### src/rtl/flb_pkg.sv
// Shared FLB definitions: default DWA sizing and thermometer-code helpers.
package flb_pkg;

    localparam int unsigned FLB_NUM_EL = 3;
    localparam int unsigned FLB_CNT_W  = 16;

    // 1 for the monotone thermometer codes 000, 001, 011, 111.
    function automatic logic thrm_legal(input logic [2:0] code);
        logic ok;
        case (code)
            3'b000, 3'b001, 3'b011, 3'b111: ok = 1'b1;
            default:                        ok = 1'b0;
        endcase
        return ok;
    endfunction

    // Number of set bits in a 3-bit code.
    function automatic logic [1:0] popcount3(input logic [2:0] code);
        return 2'(code[0]) + 2'(code[1]) + 2'(code[2]);
    endfunction

endpackage

### src/rtl/flb_dwa_if.sv
// Modulator-to-DWA data path bundle.
//   os_bin/os_thrm : modulator level (driven by master)
//   el_sel/dwa_ptr/dwa_err/cnt_el : selector results (driven by slave)
interface flb_dwa_if #(
    parameter int unsigned NUM_EL = 3,
    parameter int unsigned CNT_W  = 16
);
    localparam int unsigned PTR_W = $clog2(NUM_EL);

    logic [1:0]              os_bin;
    logic [2:0]              os_thrm;
    logic [NUM_EL-1:0]       el_sel;
    logic [PTR_W-1:0]        dwa_ptr;
    logic                    dwa_err;
    logic [NUM_EL*CNT_W-1:0] cnt_el;

    modport master (
        output os_bin, os_thrm,
        input  el_sel, dwa_ptr, dwa_err, cnt_el
    );

    modport slave (
        input  os_bin, os_thrm,
        output el_sel, dwa_ptr, dwa_err, cnt_el
    );
endinterface

### src/rtl/flb_sat_cnt.sv
// Saturating up-counter with synchronous clear (clear wins over increment).
//   nsh_clk/nsh_rst : clock, async active-high reset
//   inc, clr        : count enable, synchronous clear
//   cnt             : current count, sticks at all-ones
module flb_sat_cnt #(
    parameter int unsigned CNT_W = 16
) (
    input  logic             nsh_clk,
    input  logic             nsh_rst,
    input  logic             inc,
    input  logic             clr,
    output logic [CNT_W-1:0] cnt
);

    always_ff @(posedge nsh_clk or posedge nsh_rst) begin
        if (nsh_rst) begin
            cnt <= '0;
        end else if (clr) begin
            cnt <= '0;
        end else if (inc && (cnt != '1)) begin
            cnt <= cnt + CNT_W'(1);
        end
    end

endmodule

### src/rtl/flb_dwa.sv
// Data-weighted-averaging element selector for the FLB offset DAC.
//   nsh_clk/nsh_rst     : clock, async active-high reset
//   csr_flb_dwa_en      : 1 = rotate pointer, 0 = static low-k pass-through
//   csr_flb_sdm_thrm_en : 1 = level from os_thrm popcount, 0 = from os_bin
//   csr_flb_dwa_clr     : synchronous clear of usage counters and dwa_err
//   bus                 : modulator level in, element enables/pointer/flags out
module flb_dwa
    import flb_pkg::*;
#(
    parameter int unsigned NUM_EL = FLB_NUM_EL,
    parameter int unsigned CNT_W  = FLB_CNT_W
) (
    input  logic        nsh_clk,
    input  logic        nsh_rst,
    input  logic        csr_flb_dwa_en,
    input  logic        csr_flb_sdm_thrm_en,
    input  logic        csr_flb_dwa_clr,
    flb_dwa_if.slave    bus
);

    localparam int unsigned PTR_W = $clog2(NUM_EL);
    localparam int unsigned KW    = PTR_W + 1;
    localparam int unsigned DW    = 2 * NUM_EL;

    logic [NUM_EL-1:0]       el_sel_q,  el_sel_nxt;
    logic [PTR_W-1:0]        ptr_q,     ptr_nxt;
    logic                    err_q,     err_nxt;
    logic [NUM_EL*CNT_W-1:0] cnt_flat;

    logic [KW-1:0] k_raw_c, k_c, sum_c, sum_wrap_c;
    logic [DW-1:0] base_c, dbl_c;
    logic [NUM_EL-1:0] rot_c;

    // Level select, mask generation and pointer advance.
    always_comb begin
        k_raw_c    = '0;
        k_c        = '0;
        base_c     = '0;
        dbl_c      = '0;
        rot_c      = '0;
        sum_c      = '0;
        sum_wrap_c = '0;
        el_sel_nxt = '0;
        ptr_nxt    = '0;
        err_nxt    = err_q;

        k_raw_c = csr_flb_sdm_thrm_en ? KW'(popcount3(bus.os_thrm)) : KW'(bus.os_bin);
        k_c     = (32'(k_raw_c) > NUM_EL) ? KW'(NUM_EL) : k_raw_c;

        // k ones rotated by ptr on a doubled ring, upper half folded onto lower.
        base_c = (DW'(1) << k_c) - DW'(1);
        dbl_c  = base_c << ptr_q;
        rot_c  = dbl_c[NUM_EL-1:0] | dbl_c[DW-1:NUM_EL];

        // ptr + k never reaches 2*NUM_EL, so one subtract suffices.
        sum_c      = KW'(ptr_q) + k_c;
        sum_wrap_c = (32'(sum_c) >= NUM_EL) ? (sum_c - KW'(NUM_EL)) : sum_c;

        if (csr_flb_dwa_en) begin
            el_sel_nxt = rot_c;
            ptr_nxt    = PTR_W'(sum_wrap_c);
        end else begin
            el_sel_nxt = base_c[NUM_EL-1:0];
            ptr_nxt    = '0;
        end

        if (csr_flb_dwa_clr) begin
            err_nxt = 1'b0;
        end else if (csr_flb_sdm_thrm_en && !thrm_legal(bus.os_thrm)) begin
            err_nxt = 1'b1;
        end
    end

    // Selector state.
    always_ff @(posedge nsh_clk or posedge nsh_rst) begin
        if (nsh_rst) begin
            el_sel_q <= '0;
            ptr_q    <= '0;
            err_q    <= 1'b0;
        end else begin
            el_sel_q <= el_sel_nxt;
            ptr_q    <= ptr_nxt;
            err_q    <= err_nxt;
        end
    end

    // One usage counter per element, fed by the registered enables.
    for (genvar i = 0; i < NUM_EL; i++) begin : g_cnt
        flb_sat_cnt #(.CNT_W(CNT_W)) u_cnt (
            .nsh_clk (nsh_clk),
            .nsh_rst (nsh_rst),
            .inc     (el_sel_q[i]),
            .clr     (csr_flb_dwa_clr),
            .cnt     (cnt_flat[i*CNT_W +: CNT_W])
        );
    end

    assign bus.el_sel  = el_sel_q;
    assign bus.dwa_ptr = ptr_q;
    assign bus.dwa_err = err_q;
    assign bus.cnt_el  = cnt_flat;

endmodule
### src/flat_wrapper.sv
// flat-port wrapper written by rule: the top's interface ports become plain ports
module flb_dwa_flat import flb_pkg::*;
#(
    parameter int unsigned NUM_EL = FLB_NUM_EL,
    parameter int unsigned CNT_W  = FLB_CNT_W
)
  (nsh_clk, nsh_rst, csr_flb_dwa_en, csr_flb_sdm_thrm_en, csr_flb_dwa_clr, bus_os_bin, bus_os_thrm, bus_el_sel, bus_dwa_ptr, bus_dwa_err, bus_cnt_el);
  flb_dwa_if #(.NUM_EL(NUM_EL), .CNT_W(CNT_W)) bus_i ();
  input  logic nsh_clk;
  input  logic nsh_rst;
  input  logic csr_flb_dwa_en;
  input  logic csr_flb_sdm_thrm_en;
  input  logic csr_flb_dwa_clr;
  input wire logic [$bits(bus_i.os_bin)-1:0] bus_os_bin;
  input wire logic [$bits(bus_i.os_thrm)-1:0] bus_os_thrm;
  output wire logic [$bits(bus_i.el_sel)-1:0] bus_el_sel;
  output wire logic [$bits(bus_i.dwa_ptr)-1:0] bus_dwa_ptr;
  output wire logic [$bits(bus_i.dwa_err)-1:0] bus_dwa_err;
  output wire logic [$bits(bus_i.cnt_el)-1:0] bus_cnt_el;
  assign bus_i.os_bin = bus_os_bin;
  assign bus_i.os_thrm = bus_os_thrm;
  assign bus_el_sel = bus_i.el_sel;
  assign bus_dwa_ptr = bus_i.dwa_ptr;
  assign bus_dwa_err = bus_i.dwa_err;
  assign bus_cnt_el = bus_i.cnt_el;
  flb_dwa #(.NUM_EL(NUM_EL), .CNT_W(CNT_W)) u_core (.nsh_clk(nsh_clk), .nsh_rst(nsh_rst), .csr_flb_dwa_en(csr_flb_dwa_en), .csr_flb_sdm_thrm_en(csr_flb_sdm_thrm_en), .csr_flb_dwa_clr(csr_flb_dwa_clr), .bus(bus_i));
endmodule
### config.mk
export PLATFORM = sky130hd
export DESIGN_NAME = flb_dwa_flat
export DESIGN_NICKNAME = d
export VERILOG_FILES = /design/src/rtl/flb_pkg.sv /design/src/rtl/flb_dwa_if.sv /design/src/rtl/flb_sat_cnt.sv /design/src/rtl/flb_dwa.sv /design/src/flat_wrapper.sv
export SDC_FILE = /design/constraint.sdc
export NUM_CORES = 1
export LEC_CHECK = 0
export ABC_AREA = 1
export CAP_MARGIN = 20
export CORE_MARGIN = 10
export CORE_UTILIZATION = 50
export CTS_CLUSTER_DIAMETER = 60
export DETAILED_ROUTE_END_ITERATION = 16
export PLACE_DENSITY = 0.77
export SYNTH_ARGS = -nofsm -noshare
export SYNTH_HDL_FRONTEND = slang
export SYNTH_SLANG_ARGS = --single-unit
export TNS_END_PERCENT = 5
### constraint.sdc
create_clock -name nsh_clk -period 2.5 [get_ports nsh_clk]
set_input_delay 0.375 -clock nsh_clk [delete_from_list [all_inputs] [get_ports nsh_clk]]
set_output_delay 0.375 -clock nsh_clk [all_outputs]
set_load 0.02 [all_outputs]
# Yosys cells after proc, flatten, opt, wreduce, memory -nomap -nowiden
# Index checks and enable logic that the tools add are counted.
[classes]
n_addsub = 8
order_cmp = 2
n_eq_ne = 6
n_shift = 2
n_mux = 15
n_bitwise = 1
n_reduce_logical = 11
[op_table]
columns = ["operator", "n"]
rows = [
  ["$mux W16", 6],
  ["$add A16 B1 Y16 const B", 3],
  ["$ne A16 B16 Y1 const B", 3],
  ["$reduce_bool A2 Y1", 4],
  ["$mux W2", 3],
  ["$mux W3", 2],
  ["$shl A1 B3 Y6 const A", 1],
  ["$shl A6 B2 Y6", 1],
  ["$sub A6 B2 Y6 const B", 1],
  ["$logic_and A1 B1 Y1", 4],
  ["$mux W1", 4],
  ["$reduce_or A4 Y1", 1],
  ["$add A2 B3 Y3", 1],
  ["$eq A3 B1 Y1 const B", 1],
  ["$eq A3 B2 Y1 const B", 1],
  ["$eq A3 B3 Y1 const B", 1],
  ["$ge A3 B2 Y1 const B", 1],
  ["$gt A3 B2 Y1 const B", 1],
  ["$logic_not A3 Y1", 1],
  ["$or A3 B3 Y3", 1],
  ["$add A1 B1 Y2", 1],
  ["$add A2 B1 Y2", 1],
  ["$sub A2 B2 Y2 const B", 1],
  ["$logic_not A1 Y1", 1],
]
[totals]
ff_bits = 54
input_bits = 10
out_inout_bits = 54
wordCells = 51

# Depth between registers and ports, before layout
[depth]
ltp_word = 10
depth_mapped = 12
depth_no_buf = 12

# Modules after synthesis
# A second synthesis with hierarchy kept.
[unflattened]
hier_cells = 558
hier_area_um2 = 3776.1
[by_module_without_submodules]
columns = ["module", "instances", "cells_each", "area_each_um2", "seq_area_each_um2"]
rows = [
  ["flb_sat_cnt at u_core.g_cnt[0].u_cnt ...", 2, 159, 1083.5, 400.4],
  ["flb_sat_cnt at u_core.g_cnt[1].u_cnt", 1, 161, 1081.0, 400.4],
  ["flb_dwa", 1, 79, 528.0, 150.1],
]

# Worst setup path after synthesis
# Ideal clock, no wire load.
[synth_path]
kind = "in2reg"
startpoint = "in bus_os_thrm[0]"
endpoint = "reg u_core.ptr_q[0] (netlist: u_core.bus.dwa_ptr[0])"
setup_time_ps = 94
t_arrival_ps = 2352
required_time_ps = 2406
path_slack_ps = 54
stages = 9
path_buffers = 0
path_cell_list = "fa_1 -> nand2_1 -> o21ai_0 -> ha_1 -> fa_1 -> ha_1 -> nor2_1 -> a21oi_1 -> a211oi_1"
[synth_via]
elab_chain_cells = 9
word_cells_on_any_way = 10
cone_classes = "add/sub: 4; order compare: 2; mux: 4"
[synth_rtl]
columns = ["item", "line", "rtl"]
rows = [
  ["start, declared", "flat_wrapper.sv:15", "input wire logic [$bits(bus_i.os_thrm)-1:0] bus_os_thrm;"],
  ["$add A1 B1 Y2 *", "flb_pkg.sv:19", "return 2'(code[0]) + 2'(code[1]) + 2'(code[2]);"],
  ["$add A2 B1 Y2 *", "flb_pkg.sv:19", ""],
  ["$mux W2 *", "flb_dwa.sv:47", "k_raw_c = csr_flb_sdm_thrm_en ? KW'(popcount3(bus.os_thrm)) : KW'(bus.os_bin);"],
  ["$gt A3 B2 Y1", "flb_dwa.sv:48", "k_c = (32'(k_raw_c) > NUM_EL) ? KW'(NUM_EL) : k_raw_c;"],
  ["$mux W3 *", "flb_dwa.sv:48", ""],
  ["$add A2 B3 Y3 *", "flb_dwa.sv:56", "sum_c = KW'(ptr_q) + k_c;"],
  ["$ge A3 B2 Y1 / $sub A2 B2 Y2 (equally long branches)", "flb_dwa.sv:57", "sum_wrap_c = (32'(sum_c) >= NUM_EL) ? (sum_c - KW'(NUM_EL)) : sum_c;"],
  ["$mux W2 *", "flb_dwa.sv:57", ""],
  ["$mux W2 *", "flb_dwa.sv:59", "if (csr_flb_dwa_en) begin"],
  ["net u_core.ptr_nxt[0]", "flb_dwa.sv:26", "logic [PTR_W-1:0] ptr_q, ptr_nxt;"],
  ["end signal, assigned", "flb_dwa.sv:82", "ptr_q <= ptr_nxt;"],
  ["end, declared", "flb_dwa.sv:26", ""],
]
# Mark *: on every way through the listed nets, which the timed path passes. The rest lies on a longest branch.
# A chain may end at the register's enable or synchronous reset.

# Worst setup path after layout
[layout_path]
startpoint = "in bus_os_thrm[1]"
endpoint = "reg u_core.ptr_q[1] (netlist: u_core.bus.dwa_ptr[1])"
# The elaborated chain is that of the path after synthesis.

==> results.ini <==
[power]
clkPwrFrac = 0.245
combPwrFrac = 0.332
leakagePower_nw = 2.09
switchingPower_w = 0.000853
p_sw_frac = 0.354
p_per_area_nw_per_um2 = 540
p_int_w = 0.00155
ir_worst_vdd_v = 0.000469
p_total_w = 0.00241
power_frac_seq = 0.422

[setup_path]
cp-startpoint = bus_os_thrm[1]
crit_path_end_kind = flop
crit_fanout = 3
path_cells = dlygate4sd2_1 > fa_1 > nand2_2 > o21ai_2 > ha_2 > fa_1 > ha_1 > nor2_4 > buf_4 > a211oi_2
cpPeakStageDelay_ns = 0.53
cp_num_cells = 10
crit_family = adder cells
cp.arrival_ns = 2.59
worst-setup-path-type = input pin to flop
cp_num_buf_inv = 2
required_ns = 2.71
r2r_cells = 6
crit_slowest_cell = fa_1
crit_end = u_core.bus.dwa_ptr[1]$_DFF_PP0_
timing.rr.end = u_core.bus.dwa_ptr[1]$_DFF_PP0_
path_common_cell = fa_1
r2r_setup_slack_ns = 0.61
cp-start-kind = input pin
reg2reg_from = u_core.bus.dwa_ptr[0]$_DFF_PP0_

[synthesis]
synth_largest_area_cell = dfrtp_1
postSynthAreaPerCell_um2 = 7.00
synthArstFlopShare = 1.00
netlist_instances = 508
synth_edf_count = 0
ys.warnings.count = 0
yosysTopAreaCellShare = 0.380
synthesis.area_um2 = 3560
ys_seq_elements = 54
synth.net_count = 526
netlist_top_cells_area = dfrtp_1 38%, nand2_1 20%, nand4_1 7.2%
ys_types = 28
ys_seq_area_frac = 0.380
synth_ff_type = dfrtp_1

[place]
preCtsSetupSlack_ns = -0.508
globalplace.congestion = 0.882
io_buffers = 63
place_inst = 663
post_dp_cell_area_um2 = 4300
dpl.hpwl_um = 6570

[flow_run]
cap_violations = 0

[global_route]
grt_pass1_vias = 3416
grt_pass1_wl_um = 15600
antenna_found_initial = 0
grt_overflow_total = 0
grt_max_degree = 55
global_route.usage.total = 0.164

[detailed_routing]
wirelength_um = 8980
ant_nets = 0
num_vias = 3502
drtIter0Drc = 200
viasPerCell = 5.21
wire_per_inst_um = 13.4
first_pass_iters = 4
drc = 0

[timing]
clock-skew-final_ns = 0.0108
max_slew_margin = 0.467
rsz0062_at_grt = false
tightest_slew_ns = 0.799
min_period_ns = 2.38
maxSlewViolCount = 0
final-hold-violation-count = 0
fin_ws_ns = 0.124
max_clock_freq_ghz = 0.421
setup_viol = 0
period_share = 0.950

[clock_network]
clk_pin_slew_ns = 0.10
cts_inserted_buffers = 5
cts_htree_levels = 2
clock_latency_ns = 0.30
clk_path_buf_depth = 2
cts-root-buf = clkbuf_8
cts.sinks = 54
tritoncts = done

[finish]
fin_cells = 672
final_common_cell = nand2_1
synthToLayoutAreaGrowth_pct = 25.3
layout.nets = 594
antenna_cells = 0
finish.utilization = 0.649
final_cell_mix = 193 x nand2_1, 60 x clkdlybuf4s50_1, 56 x nor2_1, 54 x dfrtp_1, 41 x nand4_1
drive_above_1_share = 0.0868
stdcell_area_um2 = 4460

[die]
fp.dieH_um = 104
row_count = 30
start_util = 0.518
fp.dieW_um = 104
core_area_um2 = 6870
ios = 64
die_area_um2 = 10900

[outcome]
status = finished, final reports clean

[hold_path]
holdCritPathClass = input pin to asynchronous set/reset pin

[per-layer routing]
| layer | global-route usage | part of all wire |
|---|---|---|
| met5 | 0 | 0 |
| met3 | 0.0415 | 0.061 |
| met1 | 0.195 | 0.44 |
| met4 | 0.0427 | 0.0059 |
| met2 | 0.286 | 0.50 |
[power by group through the flow]
stage	logic [W]	clock network, W	registers (W)
after floorplan	0.000448	0	0.00107
final	0.000801	0.000590	0.00102
after detailed placement	0.000732	0	0.00103
after global routing	0.000895	0.000645	0.00103
after global placement	0.000711	0	0.00103
after CTS	0.000755	0.000600	0.00102
[cell families after synthesis]
group / after synthesis / share of synthesized area
AOI/OAI and AO/OA: 20 / 0.0359
xor gates and xnor gates: 14 / 0.0345
adders and majority gates: 8 / 0.0324
DFF: 54 / 0.380
buffers and inverters: 58 / 0.0718
and+or+nand+nor: 354 / 0.445
[worst min-delay path by stage]
| stage | endpoint | slack (ns) | start |
|---|---|---|---|
| after floorplan | u_core.bus.el_sel[1]$_DFF_PP0_ | 0.51 | csr_flb_dwa_en |
| after global placement | u_core.g_cnt[1].u_cnt.cnt[1]$_DFFE_PP0P_ | 0.53 | u_core.g_cnt[1].u_cnt.cnt[1]$_DFFE_PP0P_ |
| after detailed placement | u_core.g_cnt[0].u_cnt.cnt[15]$_DFFE_PP0P_ | 0.54 | u_core.g_cnt[0].u_cnt.cnt[15]$_DFFE_PP0P_ |
| after CTS | u_core.g_cnt[2].u_cnt.cnt[10]$_DFFE_PP0P_ | 0.44 | nsh_rst |
| after global routing | u_core.g_cnt[2].u_cnt.cnt[1]$_DFFE_PP0P_ | 0.44 | nsh_rst |
| final | u_core.g_cnt[2].u_cnt.cnt[6]$_DFFE_PP0P_ | 0.41 | nsh_rst |
[worst register-to-register path, cell delays in order (launching register included)]
cell,delay [ns]
dfrtp_1,0.46
ha_2,0.22
fa_1,0.53
ha_1,0.19
nor2_4,0.06
buf_4,0.14
a211oi_2,0.21
[state kept, by name, summed over array words and instances, names as in the netlist]
register	count
u_core.bus.dwa_ptr	2
u_core.bus.el_sel	3
u_core.g_cnt.u_cnt.cnt	48
u_core.bus.dwa_err	1
[cell usage after synthesis (2+ instances only)]
cell type  count
nand2_1      194
nor2_1        57
dfrtp_1       54
inv_1         41
nand4_1       41
nand3_1       39
xor2_1        14
o21bai_1       7
ha_1           6
o21ai_0        6
buf_4          5
nor2_2         5
nor2_4         5
or2_2          5
a21oi_1        3
buf_1          3
buf_2          3
inv_2          3
nand2_2        3
nand3b_1       3
a211oi_1       2
buf_6          2
fa_1           2
[through the flow]
| step | setup TNS (ns) | hold slack [ns] |
|---|---|---|
| finish | 0 | 0.411 |
| global route | 0 | 0.443 |
| CTS | 0 | 0.438 |
| detailed placement | -1.19 | 0.544 |
| global placement | -0.830 | 0.532 |
| floorplan | 0 | 0.513 |
[area by class of cell]
type                       instances  area (um2)
sequential                        54        1350
fill                             624        2410
tap                               96         120
inverter                          44         165
timing repair buffer              75         733
clock inverter                     2        38.8
multi-input combinational        396        1980
clock buffer                       5        68.8
[repair_timing]
action	in CTS	in global routing
gates cloned	0	0
hold buffers	0	0
buffers inserted	1	1
setup endpoints to repair	2	2
pin swaps	2	4
resized for setup	7	5
Note: power is estimated with default switching activity, not from simulation.
